File: src/rtl/ram_arbiter.sv
// Two-client round-robin arbiter and sequencer in front of a single-port synchronous RAM.
// Define RAM_ARB_SCRUB_EN to zero the whole RAM after reset before accepting requests.
module ram_arbiter #(
  parameter int AWID   = 8,
  parameter int DWID   = 16,
  parameter int RD_LAT = 1
) (
  input  logic            clk,
  input  logic            rst_n,
  input  logic            i_a_req,
  input  logic            i_a_we,
  input  logic [AWID-1:0] i_a_addr,
  input  logic [DWID-1:0] i_a_dat,
  output logic            o_a_gnt,
  output logic            o_a_rvalid,
  output logic [DWID-1:0] o_a_rdat,
  input  logic            i_b_req,
  input  logic            i_b_we,
  input  logic [AWID-1:0] i_b_addr,
  input  logic [DWID-1:0] i_b_dat,
  output logic            o_b_gnt,
  output logic            o_b_rvalid,
  output logic [DWID-1:0] o_b_rdat,
  output logic            o_ram_we,
  output logic [AWID-1:0] o_ram_addr,
  output logic [DWID-1:0] o_ram_dat,
  input  logic [DWID-1:0] i_ram_dat,
  output logic            o_busy
);

`ifdef RAM_ARB_SCRUB_EN
  typedef enum logic {ST_INIT, ST_ARB} state_t;
`else
  typedef enum logic {ST_ARB} state_t;
`endif
  typedef enum logic {SIDE_A, SIDE_B} side_t;

  state_t          state_q, state_d;
  side_t           last_grant_q;
  logic            gnt_a, gnt_b;
  logic            push_vld;
  logic [RD_LAT:0] tag_vld_q;
  logic [RD_LAT:0] tag_side_q;
`ifdef RAM_ARB_SCRUB_EN
  logic [AWID-1:0] scrub_addr_q;
`endif

  // Grants are masked while reset is asserted so no command is seen as accepted.
  always_comb begin
    state_d = state_q;
    gnt_a   = 1'b0;
    gnt_b   = 1'b0;
    case (state_q)
`ifdef RAM_ARB_SCRUB_EN
      ST_INIT: begin
        if (scrub_addr_q == '1) state_d = ST_ARB;
      end
`endif
      ST_ARB: begin
        if (rst_n) begin
          if (i_a_req && i_b_req) begin
            if (last_grant_q == SIDE_B) gnt_a = 1'b1;
            else                        gnt_b = 1'b1;
          end else begin
            gnt_a = i_a_req;
            gnt_b = i_b_req;
          end
        end
      end
      default: state_d = ST_ARB;
    endcase
  end

  always_ff @(posedge clk or negedge rst_n) begin
    if (!rst_n) begin
`ifdef RAM_ARB_SCRUB_EN
      state_q <= ST_INIT;
`else
      state_q <= ST_ARB;
`endif
    end else begin
      state_q <= state_d;
    end
  end

  always_ff @(posedge clk or negedge rst_n) begin
    if (!rst_n) begin
      o_ram_we     <= 1'b0;
      o_ram_addr   <= '0;
      o_ram_dat    <= '0;
      last_grant_q <= SIDE_B;
    end else begin
      o_ram_we <= 1'b0;
`ifdef RAM_ARB_SCRUB_EN
      if (state_q == ST_INIT) begin
        o_ram_we   <= 1'b1;
        o_ram_addr <= scrub_addr_q;
        o_ram_dat  <= '0;
      end else
`endif
      if (gnt_a) begin
        o_ram_we     <= i_a_we;
        o_ram_addr   <= i_a_addr;
        o_ram_dat    <= i_a_dat;
        last_grant_q <= SIDE_A;
      end else if (gnt_b) begin
        o_ram_we     <= i_b_we;
        o_ram_addr   <= i_b_addr;
        o_ram_dat    <= i_b_dat;
        last_grant_q <= SIDE_B;
      end
    end
  end

`ifdef RAM_ARB_SCRUB_EN
  always_ff @(posedge clk or negedge rst_n) begin
    if (!rst_n)                 scrub_addr_q <= '0;
    else if (state_q == ST_INIT) scrub_addr_q <= scrub_addr_q + 1'b1;
  end
`endif

  // Tag stage k holds the read granted k+1 cycles ago; stage RD_LAT lines up with i_ram_dat.
  assign push_vld = (gnt_a & ~i_a_we) | (gnt_b & ~i_b_we);

  always_ff @(posedge clk or negedge rst_n) begin
    if (!rst_n) begin
      tag_vld_q  <= '0;
      tag_side_q <= '0;
    end else begin
      tag_vld_q  <= {tag_vld_q[RD_LAT-1:0], push_vld};
      tag_side_q <= {tag_side_q[RD_LAT-1:0], gnt_b};
    end
  end

  assign o_a_gnt    = gnt_a;
  assign o_b_gnt    = gnt_b;
  assign o_a_rvalid = tag_vld_q[RD_LAT] & ~tag_side_q[RD_LAT];
  assign o_b_rvalid = tag_vld_q[RD_LAT] &  tag_side_q[RD_LAT];
  assign o_a_rdat   = i_ram_dat;
  assign o_b_rdat   = i_ram_dat;

`ifdef RAM_ARB_SCRUB_EN
  assign o_busy = (state_q == ST_INIT);
`else
  assign o_busy = 1'b0;
`endif

endmodule

File: config.mk
export PLATFORM = sky130hd
export DESIGN_NAME = ram_arbiter
export DESIGN_NICKNAME = d
export VERILOG_FILES = /design/src/rtl/ram_arbiter.sv
export SDC_FILE = /design/constraint.sdc
export NUM_CORES = 1
export LEC_CHECK = 0
export ABC_AREA = 1
export BUFFER_PORTS_ARGS = -buffer_cell sky130_fd_sc_hd__buf_2
export CORE_ASPECT_RATIO = 1.25
export CORE_MARGIN = 2
export CORE_UTILIZATION = 41
export DETAILED_ROUTE_END_ITERATION = 8
export GPL_TIMING_DRIVEN = 0
export PLACE_DENSITY = 0.82
export RECOVER_POWER = 50
export SLEW_MARGIN = 25
export SYNTH_ARGS = -nofsm -noshare
export SYNTH_HDL_FRONTEND = slang
export SYNTH_SLANG_ARGS = --single-unit
File: constraint.sdc
create_clock -name clk -period 1.4 [get_ports clk]
set_clock_uncertainty 0.15 [all_clocks]
set_input_delay 0.07 -clock clk [delete_from_list [all_inputs] [get_ports clk]]
set_output_delay 0.07 -clock clk [all_outputs]
set_load 0.02 [all_outputs]
; ---- After elaboration in Yosys (flattened, before gate mapping)
; Index checks and enable logic that the tools add are counted.
[op_classes]
mux = 14
bitwise_logic = 8
reduce_logical = 2
[ops]
columns = op, n
row1 = 16-bit 2-to-1 mux, 2
row2 = 8-bit 2-to-1 mux, 2
row3 = 1-bit 2-to-1 mux, 10
row4 = 1-bit bitwise AND, 4
row5 = 1-bit inverter, 3
row6 = 2-bit nonzero test, 1
row7 = 1-bit logical AND, 1
row8 = 1-bit bitwise OR, 1
[totals]
ff_bits = 30
output_inout_bits = 62
elab_cells = 30

; ---- Longest topological paths before layout
; Gate-level depths: netlist of run 1.
[logic_depth]
word_depth = 5
ltp_mapped = 7
mapped_depth_nobuf = 6

; ---- Least setup slack after synthesis of run 1
; Ideal clock, no wire load.
[synth_path]
kind = register to register
startpoint = register last_grant_q
endpoint = register o_ram_addr[0]
setup_ns = 0.117
t_arrival_ns = 1.026
t_required_ns = 1.133
setup_slack_ns = 0.106
stages_incl_launch_ff = 7
cell_sequence = dfstp_2 > inv_1 > nand2_2 > buf_4 > nand3_1 > nand3_1 > nand2_1
[synth_via]
elab_chain_len = 4
[synth_lines]
columns = item, line_no
row1 = "start, declared", 39  ; side_t last_grant_q;
row2 = "start signal, assigned", 91  ; last_grant_q <= SIDE_B;
row3 = "start signal, assigned", 105  ; last_grant_q <= SIDE_A;
row4 = "start signal, assigned", 110  ; last_grant_q <= SIDE_B;
row5 = 1-bit 2-to-1 mux, 62  ; if (last_grant_q == SIDE_B) gnt_a = 1'b1;
row6 = 1-bit 2-to-1 mux, 61  ; if (i_a_req && i_b_req) begin
row7 = 1-bit 2-to-1 mux, 60  ; if (rst_n) begin
row8 = 8-bit 2-to-1 mux / 2-bit nonzero test (equally long branches), n/a
row9 = "end signal, assigned", 103  ; o_ram_addr <= i_a_addr;
row10 = "end signal, assigned", 108  ; o_ram_addr <= i_b_addr;
row11 = "end, declared", 25  ; output logic [AWID-1:0] o_ram_addr,
; Parallel ways exist; a longest one is shown, timed or not.
; A chain may end at the register's enable or synchronous reset.

; ---- Worst setup path after layout of run 1
[layout_path]
startpoint = register last_grant_q
endpoint = output o_a_gnt
[layout_via]
elab_chain_len = 3
[layout_lines]
columns = item, line_no
row1 = 1-bit 2-to-1 mux, 62
row2 = 1-bit 2-to-1 mux, 61
row3 = 1-bit 2-to-1 mux, 60
row4 = "end, declared", 14  ; output logic o_a_gnt,
; Every way passes these cells.

==> flow_summary.json, run 1 <==
{
  "worstReg2RegStart": "last_grant_q$_DFFE_PN1P_",
  "finalSetupViolCount": 4,
  "synth_seq_area_share_pct": 40.2,
  "post-route-period-util_pct": 103,
  "failed_checks": "hold timing, setup timing",
  "syn_nets": 334,
  "rows": 27,
  "max_freq_mhz": 694,
  "drc_errors": 0,
  "io_pins": 132,
  "cp-startpoint": "last_grant_q$_DFFE_PN1P_",
  "p_leak_nw": 1.96,
  "max_stage_delay_ps": 540,
  "start_kind": "flop",
  "fin_area_um2": 3280,
  "holdBufCountCts": 51,
  "num_vias": 2262,
  "vias_per_cell": 4.50,
  "yosys_warnings": 0,
  "fp.dieH_um": 79.5,
  "critPathSlowestCell": "dfstp_2",
  "p_int_w": 0.00185,
  "grt_use_total_pct": 23.8,
  "synthTopCellsByCount": "nand2_1, inv_1, nand3_1",
  "hpwl_mm": 3.61,
  "path_class": "reg -> out",
  "synth_ff_type": "dfrtp_1",
  "antenna_found_initial": 0,
  "seqPwrFrac_pct": 37.4,
  "core-area_um2": 4390,
  "yosysTopAreaCellShare_pct": 38.8,
  "fin_ws_ps": -40.3,
  "clkTransAtPathRegs_ps": 70,
  "gp_congestion": 0.749,
  "crit_path_end_kind": "primary output",
  "arrival_ps": 1220,
  "area_growth_pct": 75.0,
  "synth_seq_cells": 30,
  "die_x_um": 64.4,
  "ys_async_sr_fraction_pct": 100,
  "first_pass_iters": 4,
  "postRouteAntennaNets": 0,
  "clk_latency_ps": 280,
  "synth.area.top_cells": "dfrtp_1, nand2_1, buf_4, nand3_1, inv_1",
  "final_net_count": 514,
  "placed_area_um2": 2510,
  "regToRegSetupSlack_ps": -20,
  "drv_cap": 0,
  "syn_inst": 264,
  "grt_max_degree": 33,
  "p_per_area_nw_per_um2": 856,
  "wl_mm": 6.32,
  "worstPathCellList": "inv_2 > nand2_4 > nand2_8 > inv_4 > buf_6",
  "comb_power_share_pct": 37.1,
  "synth_largest_area_cell": "dfrtp_1",
  "clockPowerShare_pct": 25.5,
  "cts_buffer_depth": 2,
  "synth_edf_count": 0,
  "period_minus_slack_ps": 1440,
  "grt_pass1_wl_mm": 9.35,
  "grt_pass1_vias": 2094,
  "drive_gt1_share_pct": 39.3,
  "r2r-end": "o_ram_dat[9]$_DFFE_PN0P_",
  "htreeDepth": 2,
  "start_util_pct": 42.6,
  "synth_area_um2": 1870,
  "yosysUniqueCellTypes": 15,
  "switching_share_pct": 34.2,
  "final_max_slew_viol_count": 0,
  "cts_root_buf": "clkbuf_8",
  "cts_tree": "yes",
  "whs_ps": -430,
  "yosysMostFrequentCell": "nand2_1",
  "numCtsBuffers": 5,
  "rsz0062_at_grt": "true",
  "rr_worst_depth": 7,
  "ir_worst_vdd_mv": 0.675,
  "diodes": 0,
  "dieArea_um2": 5130,
  "path_max_fanout": 7,
  "hold_viol_final": 30,
  "holdCritPathClass": "in -> async",
  "io_buffers": 114,
  "p_sw_w": 0.000959,
  "synth_area_per_cell_um2": 7.09,
  "status": "finished, violations left",
  "drtIter0Drc": 37,
  "worst_ep_required_time_ps": 1180,
  "grt_overflow_total": 0,
  "clkSinkCount": 30,
  "wl_per_cell_um": 12.6
}
==> how the worst max path moves through the flow <==
stage                           endpoint  slack (ps)  cells after the start
6_report                         o_a_gnt         -40                      5
5_1_grt                          o_a_gnt         -70                      5
4_1_cts                          o_a_gnt         -40                      5
3_5_place_dp   o_ram_addr[1]$_DFFE_PN0P_        -380                      7
3_3_place_gp   o_ram_addr[1]$_DFFE_PN0P_        -330                      7
2_1_floorplan  o_ram_addr[0]$_DFFE_PN0P_         110                      6
==> area by class of cell <==
class                           count  area, um^2
Buffer                             42         320
Clock buffer                        7        86.3
Clock inverter                      1        5.00
Fill cell                         331        1120
Inverter                           56         213
Multi-Input combinational cell    135         666
Sequential cell                    30         752
Tap cell                           58        72.6
Timing Repair Buffer              174        1160
==> power by group through the flow <==
stage / Clock, W / Sequential, W / Combinational [W]
after global routing: 0.000779 / 0.00106 / 0.00112
after detailed placement: 0 / 0.00106 / 0.000842
final: 0.000715 / 0.00105 / 0.00104
after CTS: 0.000733 / 0.00104 / 0.000985
after global placement: 0 / 0.00105 / 0.000823
after floorplan: 0 / 0.00119 / 0.000399
==> cell usage in the layout (no fill, tap or decap), types with 3 or more instances in the layout <==
master         instances
buf_2                 96
buf_6                  5
buf_4                 43
dfrtp_1               29
nand3_1               38
nand2_1               78
nand2_2                3
clkbuf_1              20
clkbuf_8               6
dlygate4sd3_1         51
nand3_2                9
inv_1                 51
inv_2                  4
==> worst max-delay path: cells and delay by family (launching register included) <==
family                 cells  cell delay (ps)
buffers and inverters      3              230
flip-flops                 1              540
AND/OR/NAND/NOR            2              170
==> layer usage <==
| layer | part of all wire [%] | vias to the layer above | track usage [%] | wire length (um) |
|---|---|---|---|---|
| li1 | - | 1109 | - | - |
| met3 | 5.9 | 14 | 5.50 | 374 |
| met5 | 0 | - | 0 | 0 |
| met1 | 36 | 1039 | 23.5 | 2300 |
| met4 | 2.1 | 0 | 10.6 | 133 |
| met2 | 56 | 100 | 46.3 | 3520 |
==> metrics by stage <==
step / utilization [%] / setup TNS (ps) / power, W / cells / worst slack (ps)
after floorplan: - / 0 / 0.00159 / 264 / 106
after global placement: 57.3 / -7290 / 0.00188 / 436 / -325
after detailed placement: 57.3 / -8570 / 0.00190 / 436 / -375
after CTS: 72.3 / -207 / 0.00276 / 498 / -37.3
after global routing: 74.6 / -637 / 0.00296 / 503 / -68.9
final: 74.6 / -79.8 / 0.00280 / 503 / -40.3
==> logic make-up (layout without fill, tap and decap cells) <==
| logic type | after synthesis | count (layout) | share of synthesized area [%] |
|---|---|---|---|
| AND/OR/NAND/NOR | 132 | 132 | 30.3 |
| buffers and inverters | 99 | 280 | 28.3 |
| flip-flops | 30 | 30 | 40.2 |
| AO/OA/AOI/OAI | 2 | 2 | 0.935 |
| other | 1 | 1 | 0.200 |
==> sequential cells by signal (all words and copies together) (netlist names) <==
register / flops
o_ram_dat: 16
o_ram_addr: 8
tag_side_q: 2
tag_vld_q: 2
last_grant_q: 1
o_ram_we: 1
==> repair_timing <==
item,in CTS,in global routing
setup endpoints to repair,23,22
gates cloned,0,1
pin swaps,3,16
buffers inserted,4,4
gates resized for setup,12,15
endpoints found under the hold margin,57,30
(Power assumes the default switching activity.)
==> inputs of run 2 (changes only) <==
- CORE_UTILIZATION: 41 -> 35
- GPL_ROUTABILITY_DRIVEN: default -> 1
- PLACE_DENSITY: 0.82 -> 0.72
==> run 2 against run 1 <==
Compared with the run above:
- the flow still finishes with violations (hold timing, setup timing)
- routed wire length grew 1.8%
- critical endpoint is now o_ram_dat[11]$_DFFE_PN0P_
- global-route usage fell by 2.6 points
- combinational power about the same
- maximum frequency rose by 1.6%
==> flow_summary.json, run 2 (synthesized netlist as in run 1, its figures left out) <==
{
  "grt_max_degree": 33,
  "grt-busiest-layer": "met2",
  "grt_overflow_total": 0,
  "n_fill_cell": 430,
  "arrival_ps": 1430,
  "placed_cells": 440,
  "num_vias": 2256,
  "wl_per_cell_um": 12.7,
  "regMostFlops": "o_ram_dat",
  "final_max_slew_viol_count": 0,
  "ir_worst_vdd_mv": 0.615,
  "worst_ep_required_time_ps": 1410,
  "dieArea_um2": 5950,
  "rr_worst_depth": 7,
  "core-area_um2": 5120,
  "die_x_um": 69.4,
  "io_pins": 132,
  "grt_pass1_wl_mm": 10.1,
  "drc_errors": 0,
  "final_cell_mix": "buf_2, nand2_1, inv_1, dlygate4sd3_1, buf_4",
  "cts_buffer_depth": 2,
  "grt_use_met3_pct": 5.88,
  "io_buffers": 114,
  "cp-startpoint": "last_grant_q$_DFFE_PN1P_",
  "max_freq_mhz": 705,
  "finalSetupViolCount": 9,
  "p_leak_nw": 1.97,
  "largest_reg_flops": 16,
  "diodes": 0,
  "grt_pass1_vias": 2371,
  "antenna_found_initial": 0,
  "whs_ps": -425,
  "path_max_fanout": 5,
  "gp_congestion": 0.766,
  "clkSinkCount": 30,
  "worstReg2RegStart": "last_grant_q$_DFFE_PN1P_",
  "fin_ws_ps": -18.3,
  "start_util_pct": 36.6,
  "numCtsBuffers": 5,
  "post-route-period-util_pct": 101,
  "vias_per_cell": 4.44,
  "wl_mm": 6.43,
  "grt_use_total_pct": 21.2,
  "start_kind": "flop",
  "status": "finished, violations left",
  "fp.dieH_um": 85.8,
  "drive_gt1_share_pct": 42.6,
  "postRouteAntennaNets": 0,
  "mostFrequentLayoutCell": "buf_2",
  "cts_root_buf": "clkbuf_8",
  "rsz0062_at_grt": "true",
  "hold_viol_final": 30,
  "cts_tree": "yes",
  "final_net_count": 515,
  "grtUsageMet2_pct": 40.2,
  "crit_path_end_kind": "flop",
  "path_class": "reg -> reg",
  "period_minus_slack_ps": 1420,
  "drtIter0Drc": 58,
  "first_pass_iters": 4,
  "holdCritPathClass": "in -> async",
  "p_per_area_nw_per_um2": 842,
  "finalNonFillerCells": 508,
  "failed_checks": "hold timing, setup timing",
  "clk_latency_ps": 270,
  "area_growth_pct": 78.5,
  "clkTransAtPathRegs_ps": 70,
  "rows": 29,
  "hpwl_mm": 3.56,
  "drv_cap": 0,
  "holdBufCountCts": 51,
  "top_regs": "o_ram_dat x16, o_ram_addr x8",
  "gr-usage-met1_pct": 21.1,
  "htreeDepth": 2
}
[run 2: path summary, 6_finish.rpt]
path,end,slack (ps)
worst max-delay path,o_ram_dat[11]$_DFFE_PN0P_,-20
worst min-delay path,o_ram_dat[5]$_DFFE_PN0P_,-430
worst max register to register,o_ram_dat[11]$_DFFE_PN0P_,-20
worst min register to register,tag_vld_q[1]$_DFF_PN0_,200
max in group asynchronous,last_grant_q$_DFFE_PN1P_,1210
min in group clk,tag_side_q[0]$_DFF_PN0_,80
[run 2: where the power goes]
group	total (W)	internal (W)	leakage [nW]	switching [W]
Combinational	0.00106	0.000470	1.56	0.000588
Clock	0.000711	0.000394	0.0472	0.000317
Sequential	0.00105	0.000985	0.367	0.0000609
[run 2: worst max-delay path, cell delays in order, from the launching register on]
cell	delay, ps
dfstp_2	540
inv_2	50
nand2_4	90
buf_6	140
buf_6	130
nand3_1	70
nand3_1	80
nand2_1	50
[run 2: timing repair]
item / 4_1_cts / 5_1_grt
pin swaps: 20 / 12
buffers inserted: 5 / 2
resized for setup: 27 / 16
endpoints found under the setup margin: 22 / 23
endpoints found under the hold margin: 57 / 30
cloned: 2 / 0
[run 2: per-layer routing]
layer	vias up	part of all wire, %	routed length (um)
met5	-	0	0
met4	0	2.3	148
met3	17	8.1	521
met2	125	52	3370
met1	1005	37	2400
li1	1109	-	-
[run 2: cell type report]
type / instances / area, um^2 / area share (%)
timing repair buffer: 174 / 1150 / 34.4
sequential: 30 / 752 / 22.5
multi-input combinational: 135 / 726 / 21.7
buffer: 43 / 328 / 9.81
inverter: 56 / 213 / 6.36
clock buffer: 6 / 82.6 / 2.47
tap: 62 / 77.6 / 2.32
clock inverter: 2 / 12.5 / 0.374
[run 2: stage by stage]
stage | TNS (ps) | util (%) | power (W) | setup slack, ps | cell area, um^2
4_1_cts | -146 | 64.0 | 0.00281 | -29.0 | 3280
5_1_grt | -1320 | 65.3 | 0.00300 | -90.1 | 3340
2_1_floorplan | 0 | - | 0.00159 | 106 | 1870
3_5_place_dp | -8900 | 49.3 | 0.00190 | -393 | 2520
3_3_place_gp | -7650 | 49.3 | 0.00188 | -328 | 2520
6_report | -113 | 65.3 | 0.00282 | -18.3 | 3340
